[src/rtl/nand_logic_sequencer_if.sv]
`default_nettype none
// ============================================================================
// Module      : nand_logic_sequencer_if
// Description : Request/response bundle between a requester and the NAND
//               logic sequencer.
//               Requester side: start, op, a, b (driven by master)
//               Sequencer side: busy, done, err, result (driven by slave)
// Revision    : 1.0 - initial release
// ============================================================================
interface nand_logic_sequencer_if #(
    parameter int WIDTH = 4
);
    logic             start;   // request, sampled only while idle
    logic [2:0]       op;      // function select, latched with start
    logic [WIDTH-1:0] a;       // operand A, latched with start
    logic [WIDTH-1:0] b;       // operand B, latched with start
    logic             busy;    // high while sequencing
    logic             done;    // one-cycle completion pulse
    logic             err;     // illegal op flag, valid from done
    logic [WIDTH-1:0] result;  // result, stable from done to next start

    modport master (
        output start,
        output op,
        output a,
        output b,
        input  busy,
        input  done,
        input  err,
        input  result
    );

    modport slave (
        input  start,
        input  op,
        input  a,
        input  b,
        output busy,
        output done,
        output err,
        output result
    );
endinterface
`default_nettype wire

[src/rtl/nand_logic_sequencer.sv]
`default_nettype none
// ============================================================================
// Module      : nand_logic_sequencer
// Description : Serial bitwise logic unit built around a single 2-input NAND
//               cell. An FSM walks each operand bit through the NAND micro-op
//               sequence that realises the selected function, one NAND
//               evaluation per clock.
//               Ports:
//                 clk    - rising-edge clock
//                 rst_n  - asynchronous active-low reset
//                 bus    - slave side of nand_logic_sequencer_if
//                          (start/op/a/b in, busy/done/err/result out)
//               Functions (op): 0 NAND, 1 AND, 2 NOT A, 3 OR, 4 NOR,
//                               5 XOR, 6 XNOR, 7 illegal (err with done)
// Revision    : 1.0 - initial release
// ============================================================================
module nand_logic_sequencer #(
    parameter int WIDTH = 4
) (
    input  logic                       clk,
    input  logic                       rst_n,
    nand_logic_sequencer_if.slave      bus
);

    // ------------------------------------------------------------------------
    // Constants
    // ------------------------------------------------------------------------
    localparam int c_IDX_W = (WIDTH > 1) ? $clog2(WIDTH) : 1;
    localparam logic [c_IDX_W-1:0] c_LAST_BIT = c_IDX_W'(WIDTH - 1);

    localparam logic [0:0] c_IDLE = 1'b0;
    localparam logic [0:0] c_RUN  = 1'b1;

    // NAND operand sources
    localparam logic [2:0] c_SRC_A = 3'd0;
    localparam logic [2:0] c_SRC_B = 3'd1;
    localparam logic [2:0] c_SRC_T = 3'd2;
    localparam logic [2:0] c_SRC_U = 3'd3;
    localparam logic [2:0] c_SRC_V = 3'd4;

    // NAND destination: a temporary, or the result bit (final step of a bit)
    localparam logic [1:0] c_DST_T = 2'd0;
    localparam logic [1:0] c_DST_U = 2'd1;
    localparam logic [1:0] c_DST_V = 2'd2;
    localparam logic [1:0] c_DST_R = 2'd3;

    // ------------------------------------------------------------------------
    // Registers
    // ------------------------------------------------------------------------
    logic [0:0]         r_state;
    logic [WIDTH-1:0]   r_a;
    logic [WIDTH-1:0]   r_b;
    logic [2:0]         r_op;
    logic [c_IDX_W-1:0] r_idx;
    logic [2:0]         r_step;
    logic               r_t;
    logic               r_u;
    logic               r_v;
    logic [WIDTH-1:0]   r_result;
    logic               r_err;
    logic               r_done;

    // ------------------------------------------------------------------------
    // Combinational signals
    // ------------------------------------------------------------------------
    logic [0:0] w_state_nxt;
    logic       w_run;
    logic       w_accept;
    logic [2:0] w_src_x;
    logic [2:0] w_src_y;
    logic [1:0] w_dst;
    logic [2:0] w_last_step_idx;
    logic       w_illegal;
    logic       w_a_bit;
    logic       w_b_bit;
    logic       w_x;
    logic       w_y;
    logic       w_nand;
    logic       w_step_last;
    logic       w_bit_last;
    logic       w_done_nxt;

    assign w_run    = (r_state == c_RUN);
    assign w_accept = (r_state == c_IDLE) && bus.start;
    assign w_a_bit  = r_a[r_idx];
    assign w_b_bit  = r_b[r_idx];

    // ------------------------------------------------------------------------
    // FSM: state register
    // ------------------------------------------------------------------------
    always_ff @(posedge clk or negedge rst_n) begin
        if (!rst_n) begin
            r_state <= c_IDLE;
        end else begin
            r_state <= w_state_nxt;
        end
    end

    // ------------------------------------------------------------------------
    // FSM: next-state logic
    // ------------------------------------------------------------------------
    always_comb begin
        w_state_nxt = r_state;
        case (r_state)
            c_IDLE: begin
                if (bus.start) begin
                    w_state_nxt = c_RUN;
                end
            end
            default: begin
                // Leave RUN on the final micro-op of the top bit, or at once
                // for an illegal op.
                if (w_done_nxt) begin
                    w_state_nxt = c_IDLE;
                end
            end
        endcase
    end

    // ------------------------------------------------------------------------
    // FSM: output / micro-op decode
    // Each (op, step) pair selects the two NAND inputs and where the NAND
    // output lands. Temporaries are registers, so a step reads the values
    // written by earlier steps of the same bit.
    // ------------------------------------------------------------------------
    always_comb begin
        w_src_x         = c_SRC_A;
        w_src_y         = c_SRC_B;
        w_dst           = c_DST_R;
        w_last_step_idx = 3'd0;
        w_illegal       = 1'b0;

        case (r_op)
            3'd0: begin
                // NAND: r = nand(a,b)
            end
            3'd1: begin
                // AND: t = nand(a,b); r = nand(t,t)
                w_last_step_idx = 3'd1;
                if (r_step == 3'd0) begin
                    w_dst = c_DST_T;
                end else begin
                    w_src_x = c_SRC_T;
                    w_src_y = c_SRC_T;
                end
            end
            3'd2: begin
                // NOT A: r = nand(a,a)
                w_src_y = c_SRC_A;
            end
            3'd3: begin
                // OR: t = nand(a,a); u = nand(b,b); r = nand(t,u)
                w_last_step_idx = 3'd2;
                case (r_step)
                    3'd0:    begin w_src_x = c_SRC_A; w_src_y = c_SRC_A; w_dst = c_DST_T; end
                    3'd1:    begin w_src_x = c_SRC_B; w_src_y = c_SRC_B; w_dst = c_DST_U; end
                    default: begin w_src_x = c_SRC_T; w_src_y = c_SRC_U; end
                endcase
            end
            3'd4: begin
                // NOR: OR into t, then r = nand(t,t)
                w_last_step_idx = 3'd3;
                case (r_step)
                    3'd0:    begin w_src_x = c_SRC_A; w_src_y = c_SRC_A; w_dst = c_DST_T; end
                    3'd1:    begin w_src_x = c_SRC_B; w_src_y = c_SRC_B; w_dst = c_DST_U; end
                    3'd2:    begin w_src_x = c_SRC_T; w_src_y = c_SRC_U; w_dst = c_DST_T; end
                    default: begin w_src_x = c_SRC_T; w_src_y = c_SRC_T; end
                endcase
            end
            3'd5: begin
                // XOR: t = nand(a,b); u = nand(a,t); v = nand(b,t); r = nand(u,v)
                w_last_step_idx = 3'd3;
                case (r_step)
                    3'd0:    begin w_src_x = c_SRC_A; w_src_y = c_SRC_B; w_dst = c_DST_T; end
                    3'd1:    begin w_src_x = c_SRC_A; w_src_y = c_SRC_T; w_dst = c_DST_U; end
                    3'd2:    begin w_src_x = c_SRC_B; w_src_y = c_SRC_T; w_dst = c_DST_V; end
                    default: begin w_src_x = c_SRC_U; w_src_y = c_SRC_V; end
                endcase
            end
            3'd6: begin
                // XNOR: XOR into t, then r = nand(t,t)
                w_last_step_idx = 3'd4;
                case (r_step)
                    3'd0:    begin w_src_x = c_SRC_A; w_src_y = c_SRC_B; w_dst = c_DST_T; end
                    3'd1:    begin w_src_x = c_SRC_A; w_src_y = c_SRC_T; w_dst = c_DST_U; end
                    3'd2:    begin w_src_x = c_SRC_B; w_src_y = c_SRC_T; w_dst = c_DST_V; end
                    3'd3:    begin w_src_x = c_SRC_U; w_src_y = c_SRC_V; w_dst = c_DST_T; end
                    default: begin w_src_x = c_SRC_T; w_src_y = c_SRC_T; end
                endcase
            end
            default: begin
                w_illegal = 1'b1;
            end
        endcase

        case (w_src_x)
            c_SRC_A: w_x = w_a_bit;
            c_SRC_B: w_x = w_b_bit;
            c_SRC_T: w_x = r_t;
            c_SRC_U: w_x = r_u;
            default: w_x = r_v;
        endcase

        case (w_src_y)
            c_SRC_A: w_y = w_a_bit;
            c_SRC_B: w_y = w_b_bit;
            c_SRC_T: w_y = r_t;
            c_SRC_U: w_y = r_u;
            default: w_y = r_v;
        endcase

        // The one shared NAND cell
        w_nand = ~(w_x & w_y);

        w_step_last = (r_step == w_last_step_idx);
        w_bit_last  = (r_idx == c_LAST_BIT);
        w_done_nxt  = w_run && (w_illegal || (w_step_last && w_bit_last));
    end

    // ------------------------------------------------------------------------
    // Datapath: operand latch, temporaries, counters, outputs
    // ------------------------------------------------------------------------
    always_ff @(posedge clk or negedge rst_n) begin
        if (!rst_n) begin
            r_a      <= '0;
            r_b      <= '0;
            r_op     <= 3'd0;
            r_idx    <= '0;
            r_step   <= 3'd0;
            r_t      <= 1'b0;
            r_u      <= 1'b0;
            r_v      <= 1'b0;
            r_result <= '0;
            r_err    <= 1'b0;
            r_done   <= 1'b0;
        end else begin
            r_done <= w_done_nxt;

            if (w_accept) begin
                r_a      <= bus.a;
                r_b      <= bus.b;
                r_op     <= bus.op;
                r_idx    <= '0;
                r_step   <= 3'd0;
                r_t      <= 1'b0;
                r_u      <= 1'b0;
                r_v      <= 1'b0;
                r_result <= '0;
                r_err    <= 1'b0;
            end else if (w_run) begin
                if (w_illegal) begin
                    // No NAND work; result stays cleared from accept.
                    r_err <= 1'b1;
                end else begin
                    case (w_dst)
                        c_DST_T: r_t <= w_nand;
                        c_DST_U: r_u <= w_nand;
                        c_DST_V: r_v <= w_nand;
                        default: r_result[r_idx] <= w_nand;
                    endcase

                    if (w_step_last) begin
                        r_step <= 3'd0;
                        // Hold on the top bit so the index never wraps.
                        if (!w_bit_last) begin
                            r_idx <= r_idx + 1'b1;
                        end
                    end else begin
                        r_step <= r_step + 3'd1;
                    end
                end
            end
        end
    end

    // ------------------------------------------------------------------------
    // Outputs
    // ------------------------------------------------------------------------
    assign bus.busy   = w_run;
    assign bus.done   = r_done;
    assign bus.err    = r_err;
    assign bus.result = r_result;

endmodule
`default_nettype wire
[src/flat_wrapper.sv]
// flat-port wrapper written by rule: the top's interface ports become plain ports
module nand_logic_sequencer_flat 
#(
    parameter int WIDTH = 4
)
  (clk, rst_n, bus_start, bus_op, bus_a, bus_b, bus_busy, bus_done, bus_err, bus_result);
  nand_logic_sequencer_if #(.WIDTH(WIDTH)) bus_i ();
  input  logic clk;
  input  logic rst_n;
  input wire logic [$bits(bus_i.start)-1:0] bus_start;
  input wire logic [$bits(bus_i.op)-1:0] bus_op;
  input wire logic [$bits(bus_i.a)-1:0] bus_a;
  input wire logic [$bits(bus_i.b)-1:0] bus_b;
  output wire logic [$bits(bus_i.busy)-1:0] bus_busy;
  output wire logic [$bits(bus_i.done)-1:0] bus_done;
  output wire logic [$bits(bus_i.err)-1:0] bus_err;
  output wire logic [$bits(bus_i.result)-1:0] bus_result;
  assign bus_i.start = bus_start;
  assign bus_i.op = bus_op;
  assign bus_i.a = bus_a;
  assign bus_i.b = bus_b;
  assign bus_busy = bus_i.busy;
  assign bus_done = bus_i.done;
  assign bus_err = bus_i.err;
  assign bus_result = bus_i.result;
  nand_logic_sequencer #(.WIDTH(WIDTH)) u_core (.clk(clk), .rst_n(rst_n), .bus(bus_i));
endmodule
[config.mk]
export PLATFORM = sky130hd
export DESIGN_NAME = nand_logic_sequencer_flat
export DESIGN_NICKNAME = d
export VERILOG_FILES = /design/src/rtl/nand_logic_sequencer_if.sv /design/src/rtl/nand_logic_sequencer.sv /design/src/flat_wrapper.sv
export SDC_FILE = /design/constraint.sdc
export NUM_CORES = 1
export LEC_CHECK = 0
export CELL_PAD_IN_SITES_DETAIL_PLACEMENT = 1
export CELL_PAD_IN_SITES_GLOBAL_PLACEMENT = 1
export CORE_ASPECT_RATIO = 1.1
export CORE_MARGIN = 4
export CORE_UTILIZATION = 45
export DETAILED_ROUTE_END_ITERATION = 12
export PLACE_DENSITY_LB_ADDON = 0.1
export SLEW_MARGIN = 10
export SYNTH_ARGS = -nofsm -noshare
export SYNTH_HDL_FRONTEND = slang
export SYNTH_SLANG_ARGS = --single-unit
[constraint.sdc]
create_clock -name clk -period 6.8 [get_ports clk]
set_input_delay 2.04 -clock clk [delete_from_list [all_inputs] [get_ports clk]]
set_output_delay 2.04 -clock clk [all_outputs]
set_load 0.03 [all_outputs]
==> run_results.csv <==
group,metric,value,unit
route,num_vias,1669,
cells_and_area,n_fill_cell,479,
yosys,synth.cell_area,0.001869,mm2
timing,slew_headroom,53.89,%
critical_path,r2r_start,"u_core.r_step[0]",
clock_network,cts_resized,0,
yosys,share_of_synthesized_flip_flops_with_an_asynchronous_set_or_reset,100.0,%
yosys,share_of_the_synthesized_area_in_the_top_cell_type,34.81,%
yosys,cell_type_with_the_largest_total_area_after_synthesis,"sky130_fd_sc_hd__dfrtp_1",
timing,skew,0.004187,ns
route,drc,0,
cells_and_area,multiInputGateArea,0.001104,mm2
placed_design,io_buffer_count,20,
floorplanning,core,0.003994,mm2
route,antenna_left,0,
global_routing,antenna_found_initial,0,
timing,rsz_0062_raised_after_global_routing,"false",
route,vias_per_cell,6.025,
critical_path,largest_incremental_delay_on_the_critical_path,0.57,ns
yosys,number_of_warnings_reported_in_the_yosys_synthesis_log,0,
global_routing,via_count_of_the_first_global_routing_pass,1786,
yosys,avgSynthCellArea,8.817,um2
floorplanning,dieWidth,69.45,um
clock_network,tritoncts_buffer_count,3,
floorplanning,effective_utilization_at_floorplan,46.80,%
critical_path,endpoint_kind,"flop",
cells_and_area,antenna-diode-count,0,
global_routing,wire_length_of_the_first_global_routing_pass,8397,um
timing,report.final.slew_viol_count,0,
power_and_ir_drop,static-leakage-power,0.9301,nW
power_and_ir_drop,worst_ir_drop_vdd,0.0002329,V
timing,final-setup-viol-count,0,
power_and_ir_drop,post-layout-total-power,1.174,mW
critical_path,worstSetupPathType,"input pin to flop",
clock_network,htree_levels,1,
hold_path,worst_min_path_class,"flop to flop",
outcome,run_status,"complete, no violations",
timing,setup_ws,2.800,ns
critical_path,critical_path.cell_chain,"clkdlybuf4s50_1 -> nor2b_1 -> buf_4 -> a21oi_1 -> a21oi_1 -> and2_1 -> a311oi_1",
clock_network,cts_setup_buffers,0,
yosys,synth.yosys.seq_area_share,34.81,%
cells_and_area,layout-drive-gt1-share,8.000,%
critical_path,critical_path.max_fanout,20,
hold_path,hold_path.startpoint,"u_core.r_a[2]",
timing,fin_setup_tns,0,ns
yosys,synth-main-ff-cell,"sky130_fd_sc_hd__dfrtp_1",
yosys,synthesis.instances,212,
critical_path,path_delay_family,"compound AO/OA/AOI/OAI gates",
timing,tmin_final,4.000,ns
critical_path,timing.critical_path.mode_cell,"sky130_fd_sc_hd__a21oi_1",
clock_network,root_buffer,"sky130_fd_sc_hd__clkbuf_8",
clock_network,clkTransAtPathRegs,0.09,ns
yosys,netlist_top_cells_count,"39 x sky130_fd_sc_hd__nand2_1, 26 x sky130_fd_sc_hd__dfrtp_1, 20 x sky130_fd_sc_hd__o21ai_0",
critical_path,arrival,4.18,ns
yosys,yosys.cell_types.count,53,
timing,fmax,250.0,MHz
yosys,synthMostInstantiatedCell,"sky130_fd_sc_hd__nand2_1",
critical_path,critPathSlowestCell,"sky130_fd_sc_hd__a21oi_1",
floorplanning,floorplan.io_pins,21,
floorplanning,die_height,75.60,um
placed_design,post-dp-hpwl,3939,um
critical_path,critical_path_buf_inv_count,2,
yosys,synth_nets,235,
critical_path,crit_start,"bus_start",
cells_and_area,area_growth_syn_to_layout,14.59,%
yosys,synth_area_leaders,"sky130_fd_sc_hd__dfrtp_1 35%, sky130_fd_sc_hd__nand2_1 7.8%, sky130_fd_sc_hd__ha_1 6.0%, sky130_fd_sc_hd__o21ai_0 5.4%, sky130_fd_sc_hd__inv_1 2.4%",
clock_network,cts_hold_repair.buffers,0,
cells_and_area,nets,249,
cells_and_area,sequential_cell_area,650.6,um2
clock_network,max-clock-path-buffers,2,
timing,worst_slew_pin_slew,0.6821,ns
route,drt-pass1-iter-count,4,
route,drt-total-wl,5139,um
critical_path,critical_path.startpoint_type,"input pin",
floorplanning,design.die.area,0.005250,mm2
route,drt_iter0_markers,77,
clock_network,clkLatencyLatePin,0.28,ns
global_routing,grtUsageTotal,20.25,%
clock_network,tritoncts_clock_tree,"built",
timing,finalCritPeriodShare,58.82,%
clock_network,numClockSinks,26,
run,maxCapViolations,0,
floorplanning,rows,24,
route,wire_per_inst,18.55,um
placed_design,gp_congestion,0.8543,
yosys,synth_enable_flop_cells,0,
critical_path,critPathRequiredTime,6.98,ns
placed_design,placement.setup.worst_slack,2.497,ns
global_routing,grt_start_max_net_pins,27,
timing,final-hold-violation-count,0,
power_and_ir_drop,pwr_density_cell,547.9,mW/mm2
global_routing,globalRoute.totalOverflow,0,
yosys,synth.ff_latch_count,26,
[metal layers]
metal | vias to the layer above | part of all wire [%] | track usage, %
li1 | 802 | - | -
met1 | 835 | 42 | 23.79
met2 | 19 | 53 | 37.82
met3 | 13 | 1.8 | 2.507
met4 | 0 | 2.7 | 8.894
met5 | - | 0 | 0
[path summary, 6_finish.rpt]
check | end | slack, ns | cells after the start
setup / recovery | u_core.bus.result[1] | 2.80 | 7
min in group asynchronous | u_core.r_a[2] | 1.75 | 1
setup reg to reg | u_core.r_v | 3.77 | 8
hold / removal | u_core.r_a[2] | 0.48 | 2
hold reg to reg | u_core.r_a[2] | 0.48 | 2
max in group asynchronous | u_core.r_step[2] | 4.66 | 1
[sequential cells by signal (all words and copies together) (netlist names)]
| name | count |
|---|---|
| u_core.r_op | 3 |
| u_core.bus.done | 1 |
| u_core.r_v | 1 |
| u_core.r_u | 1 |
| u_core.r_a | 4 |
| u_core.r_b | 4 |
| u_core.r_idx | 2 |
| u_core.bus.err | 1 |
| u_core.bus.busy | 1 |
| u_core.bus.result | 4 |
| u_core.r_step | 3 |
| u_core.r_t | 1 |
[cell type report]
cell class	count	share of cell area (%)
clock buffer	3	1.928
inverter	13	2.278
timing repair buffer	21	9.463
tap	52	3.037
sequential	26	30.37
clock inverter	1	1.402
multi-input combinational	161	51.52
[layout by cell type (no fill, tap or decap), types with 4 or more instances in the layout]
cell / Yosys / final
sky130_fd_sc_hd__a21oi_1: 8 / 8
sky130_fd_sc_hd__a31oi_1: 4 / 4
sky130_fd_sc_hd__clkdlybuf4s50_1: 0 / 19
sky130_fd_sc_hd__dfrtp_1: 26 / 26
sky130_fd_sc_hd__ha_1: 9 / 9
sky130_fd_sc_hd__inv_1: 12 / 12
sky130_fd_sc_hd__nand2_1: 39 / 39
sky130_fd_sc_hd__nand4_1: 5 / 5
sky130_fd_sc_hd__nor2b_1: 7 / 7
sky130_fd_sc_hd__nor3b_1: 4 / 4
sky130_fd_sc_hd__o211ai_1: 4 / 4
sky130_fd_sc_hd__o21ai_0: 20 / 20
sky130_fd_sc_hd__o21bai_1: 4 / 4
[through the flow]
| stage | hold WS, ns | util [%] | cells | cell area [um2] |
|---|---|---|---|---|
| floorplan | 0.4403 | - | 212 | 1869 |
| detailed placement | 0.4582 | 51.97 | 273 | 2076 |
| CTS | 0.4823 | 53.76 | 277 | 2147 |
| global placement | 0.4543 | 51.97 | 273 | 2076 |
| finish | 0.4762 | 53.63 | 277 | 2142 |
| global route | 0.5180 | 53.63 | 277 | 2142 |
[power by group]
group / internal [mW] / leakage (nW) / switching (mW) / total [mW]
clock: 0.0789 / 0.0357 / 0.0513 / 0.130
sequential: 0.226 / 0.324 / 0.111 / 0.337
combinational: 0.304 / 0.571 / 0.402 / 0.706
total: 0.610 / 0.930 / 0.564 / 1.17
[worst reg2reg max path, cell delays in order, from the launching register on]
cell and delay, ns:
sky130_fd_sc_hd__dfrtp_1 0.50, sky130_fd_sc_hd__inv_1 0.13, sky130_fd_sc_hd__ha_1 0.34, sky130_fd_sc_hd__and2b_2 0.28, sky130_fd_sc_hd__nor4b_1 0.62, sky130_fd_sc_hd__nand3b_1 0.30
sky130_fd_sc_hd__o21ai_0 0.16, sky130_fd_sc_hd__or3b_2 0.49, sky130_fd_sc_hd__o22ai_1 0.14
[cells by family after synthesis]
kind of cell	after synthesis	synth area share (%)
fa+ha+maj	9	6.024
mux	4	3.547
buf+inv	25	6.157
simple gates	79	22.56
flops	26	34.81
xor+xnor	1	0.4686
compound gates	68	26.44
No activity file was read; power rests on OpenSTA's default activity.
